File: src/rtl/fifo_rd_pkg.sv
// Shared constants for the FIFO read adapter: widths, buffer depth and
// the occupancy encoding of the two-entry output buffer.
package fifo_rd_pkg;

    localparam int DEFAULT_WIDTH = 8;
    localparam int BUF_DEPTH     = 2;

    localparam logic [1:0] OCC_EMPTY = 2'd0;
    localparam logic [1:0] OCC_ONE   = 2'd1;
    localparam logic [1:0] OCC_TWO   = 2'd2;

    // A new read may only be issued if every word already owed to the buffer still fits.
    function automatic logic can_issue(input logic [1:0] occ, input logic inflight, input logic pop);
        logic [2:0] pending;
        pending = {1'b0, occ} + {2'b0, inflight} - {2'b0, pop};
        return pending < 3'(BUF_DEPTH);
    endfunction

endpackage

File: src/rtl/fifo_rd_skid.sv
// Two-entry in-order output buffer; entry e0 is always the head.
//
//   state     | meaning
//   OCC_EMPTY | no word held, head not valid
//   OCC_ONE   | e0 holds the head
//   OCC_TWO   | e0 holds the head, e1 holds the next word
module fifo_rd_skid
    import fifo_rd_pkg::*;
#(
    parameter int WIDTH = DEFAULT_WIDTH
) (
    input  logic             clk,
    input  logic             rst,
    input  logic             push,
    input  logic [WIDTH-1:0] push_data,
    input  logic             pop,
    input  logic             flush,
    output logic [WIDTH-1:0] head,
    output logic [1:0]       count,
    output logic             overflow
);

    logic [WIDTH-1:0] e0;
    logic [WIDTH-1:0] e1;

    assign head     = e0;
    assign overflow = push & !pop & (count == OCC_TWO);

    always_ff @(posedge clk or posedge rst) begin
        if (rst) begin
            count <= OCC_EMPTY;
            e0    <= '0;
            e1    <= '0;
        end else if (flush) begin
            count <= OCC_EMPTY;
            e0    <= '0;
        end else begin
            case ({push, pop})
                2'b10: begin
                    case (count)
                        OCC_EMPTY: begin
                            e0    <= push_data;
                            count <= OCC_ONE;
                        end
                        OCC_ONE: begin
                            e1    <= push_data;
                            count <= OCC_TWO;
                        end
                        default: ;
                    endcase
                end
                2'b01: begin
                    if (count != OCC_EMPTY) begin
                        e0    <= e1;
                        count <= count - 2'd1;
                    end
                end
                2'b11: begin
                    case (count)
                        OCC_EMPTY: begin
                            e0    <= push_data;
                            count <= OCC_ONE;
                        end
                        OCC_ONE: e0 <= push_data;
                        default: begin
                            e0 <= e1;
                            e1 <= push_data;
                        end
                    endcase
                end
                default: ;
            endcase
        end
    end

endmodule

File: src/rtl/fifo_rd_adapter.sv
// Converts a FIFO with one-cycle read latency into a valid/ready stream,
// issuing reads only when the returning word is guaranteed a buffer slot.
module fifo_rd_adapter
    import fifo_rd_pkg::*;
#(
    parameter int WIDTH = DEFAULT_WIDTH
) (
    input  logic             i_clk,
    input  logic             i_rst,
    output logic             o_fifo_re,
    input  logic             i_fifo_empty,
    input  logic [WIDTH-1:0] i_fifo_data,
    input  logic             i_fifo_underflow,
    input  logic             i_flush,
    output logic             o_valid,
    input  logic             i_ready,
    output logic [WIDTH-1:0] o_data,
    output logic             o_err
);

    logic       inflight;
    logic       pop;
    logic       push;
    logic       overflow;
    logic [1:0] count;

    assign o_valid   = (count != OCC_EMPTY);
    assign pop       = o_valid & i_ready;
    assign push      = inflight & !i_flush;
    assign o_fifo_re = !i_rst & !i_fifo_empty & !i_flush & can_issue(count, inflight, pop);

    fifo_rd_skid #(.WIDTH(WIDTH)) u_skid (
        .clk       (i_clk),
        .rst       (i_rst),
        .push      (push),
        .push_data (i_fifo_data),
        .pop       (pop),
        .flush     (i_flush),
        .head      (o_data),
        .count     (count),
        .overflow  (overflow)
    );

    always_ff @(posedge i_clk or posedge i_rst) begin
        if (i_rst) begin
            inflight <= 1'b0;
            o_err    <= 1'b0;
        end else begin
            inflight <= o_fifo_re;
            o_err    <= o_err | i_fifo_underflow | overflow;
        end
    end

endmodule

File: config.mk
export PLATFORM = sky130hd
export DESIGN_NAME = fifo_rd_adapter
export DESIGN_NICKNAME = d
export VERILOG_FILES = /design/src/rtl/fifo_rd_pkg.sv /design/src/rtl/fifo_rd_skid.sv /design/src/rtl/fifo_rd_adapter.sv
export SDC_FILE = /design/constraint.sdc
export NUM_CORES = 1
export LEC_CHECK = 0
export CAP_MARGIN = 40
export CORE_MARGIN = 2
export CORE_UTILIZATION = 50
export CTS_BUF_LIST = sky130_fd_sc_hd__clkbuf_4 sky130_fd_sc_hd__clkbuf_8
export DETAILED_ROUTE_END_ITERATION = 7
export MAX_ROUTING_LAYER = met4
export PLACE_DENSITY_LB_ADDON = 0.3
export SYNTH_ARGS = -nofsm -noshare
export SYNTH_HDL_FRONTEND = slang
export SYNTH_SLANG_ARGS = --single-unit
File: constraint.sdc
create_clock -name i_clk -period 2.3 [get_ports i_clk]
set_input_delay 0.23 -clock i_clk [delete_from_list [all_inputs] [get_ports i_clk]]
set_output_delay 0.23 -clock i_clk [all_outputs]
set_load 0.02 [all_outputs]
==> run_results.csv <==
group,metric,value,unit
routing,drt_drc_violations_left,0,
synthesis,postSynthRegisterBits,20,
finish,drive_above_1_share,0.282,
synthesis,yosysSeqAreaShare,0.453,
clocking,tritoncts_num_sinks,20,
place,buffer_ports.inserted,24,
critical_path,worstPathRequired,2.07,ns
routing,drt_iter0_drc,20,
sta,timing_worst_slew_pin_value,0.759,ns
routing,routed_wirelength,2450,microns
sta,final_worst_path_period_need,2.51,ns
synthesis,main_combinational_cell_family_by_area_after_synthesis,"multiplexers",
synthesis,total_of_warnings_raised_by_yosys,0,
critical_path,rr_worst_depth,6,
sta,timing.final.ws_setup,-0.208,ns
critical_path,crit_arrival,2.28,ns
clocking,cts_tree,"yes",
synthesis,synth_flop_cell,"dfrtp_1",
place,global_placement_routability_congestion,0.889,
flow_run,cap_viol_max_count,0,
global_routing,largest_net_degree_at_the_start_of_global_routing,21,
sta,rsz0062_at_grt,"true",
routing,vias_per_cell,5.38,
clocking,cts.root.buffer_cell,"clkbuf_4",
clocking,cts.htree.levels,1,
routing,num_vias,856,
finish,num-fill-cells,157,
sta,max-slew-margin-rel,0.494,
synthesis,synth.net_count,113,
routing,initial_drt_pass_iterations,4,
sta,achievable_freq,399,MHz
floorplan,floorplan.die_area,2600,sq um
synthesis,synthAdderAreaFrac,0.0634,
finish,final_cell_mix,"clkdlybuf4s50_1 (23), dfrtp_1 (20), buf_4 (14), nor2_1 (13)",
finish,layout.nets,151,
synthesis,syn_area_per_cell,11.8,sq um
floorplan,starting_utilization_of_the_core_area,0.514,
place,place_hpwl,1840,microns
synthesis,synth_mux_area_frac,0.173,
global_routing,antenna_violations_before_repair,0,
synthesis,yosysUniqueCellTypes,28,
clocking,worst_skew_pair.late_latency,0.29,ns
critical_path,setup.worst_path.start_class,"register",
routing,post_drt_wl_per_cell,15.4,microns
synthesis,synth.top_cell.area_share,0.453,
synthesis,synthCells,94,
synthesis,synth.largest_area_cell,"dfrtp_1",
critical_path,setup.reg_to_reg.worst_slack,0.21,ns
status,violated_checks,"setup timing",
synthesis,yosys-top-cells-area,"dfrtp_1 (45%), mux2_1 (9.2%), a211oi_2 (9.1%)",
floorplan,placementRows,17,
floorplan,number_of_top_level_design_ports,25,
critical_path,critPathCapture,"o_fifo_re",
place,placedCellCount,153,
synthesis,synth-edff-count,0,
synthesis,synth_simple_gate_area_share,0.0974,
floorplan,die_w,51.0,microns
finish,commonest_non_fill_non_tap_cell_in_the_layout,"clkdlybuf4s50_1",
sta,finalHoldViolCount,0,
place,dp_slack,-0.454,ns
global_routing,wire_length_of_the_first_global_routing_pass,4300,microns
floorplan,die_y,51.0,microns
sta,finalMaxSlewViolations,0,
critical_path,critical_path_class,"register to output port",
synthesis,synth-async-reset-ratio,1.00,
pwr,power.static_leakage,0.685,nW
clocking,max-clock-path-buffers,2,
critical_path,setup.worst_path.end_class,"output port",
critical_path,worst_r2r_endpoint,"u_skid.e1[7]",
global_routing,grt_remaining_overflow,0,
finish,final_cells,159,
synthesis,synth-compound-area-share,0.172,
worst_hold_path,worst_hold_path_type,"input port to asynchronous set/reset pin",
global_routing,first_global_vias,942,
floorplan,placeableCoreArea,2150,sq um
finish,num_antenna_cells,0,
synthesis,synth_area,1100,sq um
status,outcome,"finished with violations",
critical_path,worst_setup_path_startpoint,"u_skid.count[0]",
critical_path,cp_max_fo,4,
pwr,power.ir.vdd_worst,0.737,mV
clocking,clk_pin_slew_worst_paths,0.11,ns
routing,route.antenna.remaining_nets,0,
synthesis,post_synth_xor_area_fraction,0.00793,
sta,fin_crit_sh,1.09,
pwr,power_per_cell_area,1020,nW/um^2
sta,setup_viol_count_final,1,
clocking,cts_buf_count,3,
critical_path,regToRegStartpoint,"u_skid.count[0]",
global_routing,globalRouteTotalUtil,0.230,
finish,flow.area_growth_from_synthesis,39.0,%
sta,fin_skew,0.00128,ns
## through the flow
stage | area [sq um] | setup TNS, ns | hold slack [ns] | power [mW] | util
2_1_floorplan | 1130 | 0 | 0.194 | 1.00 | -
3_3_place_gp | 1460 | -0.452 | 0.467 | 1.26 | 0.681
3_5_place_dp | 1460 | -0.454 | 0.476 | 1.31 | 0.681
4_1_cts | 1520 | -0.243 | 0.485 | 1.55 | 0.709
5_1_grt | 1540 | -0.340 | 0.518 | 1.67 | 0.715
6_report | 1540 | -0.208 | 0.451 | 1.56 | 0.715
## sequential cells by signal, summed over array words and instances, names as in the netlist
signal / count
u_skid.count: 2
inflight: 1
u_skid.head: 8
o_err: 1
u_skid.e1: 8
## area by class of cell
cell class	count	area, sq um	share of cell area
Multi-Input combinational cell	66	613	0.399
Inverter	4	15.0	0.00978
Sequential cell	20	500	0.326
Clock buffer	4	36.3	0.0236
Tap cell	28	35.0	0.0228
Timing Repair Buffer	37	335	0.218
## timing repair
action                                  CTS  global route
setup buffers                             2             0
hold buffers                              0             0
pin swaps                                 1             0
resized for setup                         7             2
endpoints found under the setup margin    1             1
## worst max-delay path: stages (launching register included)
cell and delay, ns:
dfrtp_1 0.42, inv_2 0.12, ha_4 0.14, nand2b_4 0.11, and2_1 0.12, o21ai_1 0.08
fa_2 0.36, xor2_2 0.17, nor4_4 0.28, buf_4 0.18
## Yosys cell counts, types with 2 or more instances
cell type	number
nor2_1	13
nand2_1	3
inv_1	3
buf_2	2
o21ai_1	2
a21oi_1	2
nand2b_1	2
ha_1	4
dfrtp_1	20
mux2i_1	9
a211oi_2	8
mux2_1	9
a221o_1	2
## worst min-delay path by stage
stage,slack (ns),endpoint,depth (start not counted),start
after global placement,0.47,u_skid.e1[3],1,u_skid.e1[3]
after global routing,0.52,u_skid.e1[1],1,u_skid.e1[1]
after floorplan,0.19,inflight,1,i_rst
final,0.45,u_skid.head[6],2,i_rst
after CTS,0.48,u_skid.head[6],2,i_rst
after detailed placement,0.48,u_skid.e1[1],1,u_skid.e1[1]
## report_power, final
group	switching [mW]	internal, mW	total, mW
logic	0.436	0.423	0.859
clock network	0.108	0.0964	0.204
registers	0.0517	0.443	0.495
## routing by layer
layer / part of all wire / track usage / wire, microns
met5: 0 / - / 0
met4: 0.0090 / 0.0676 / 22
met3: 0.045 / 0.0292 / 109
met2: 0.51 / 0.398 / 1260
met1: 0.43 / 0.280 / 1060
## kinds of logic after synthesis
kind of cell	after synthesis
AO/OA/AOI/OAI	19
XOR/XNOR	1
adder cells (fa/ha/maj)	5
buffers and inverters	8
flip-flops	20
multiplexers	18
AND/OR/NAND/NOR	23
Note: power is estimated with default switching activity, not from simulation.
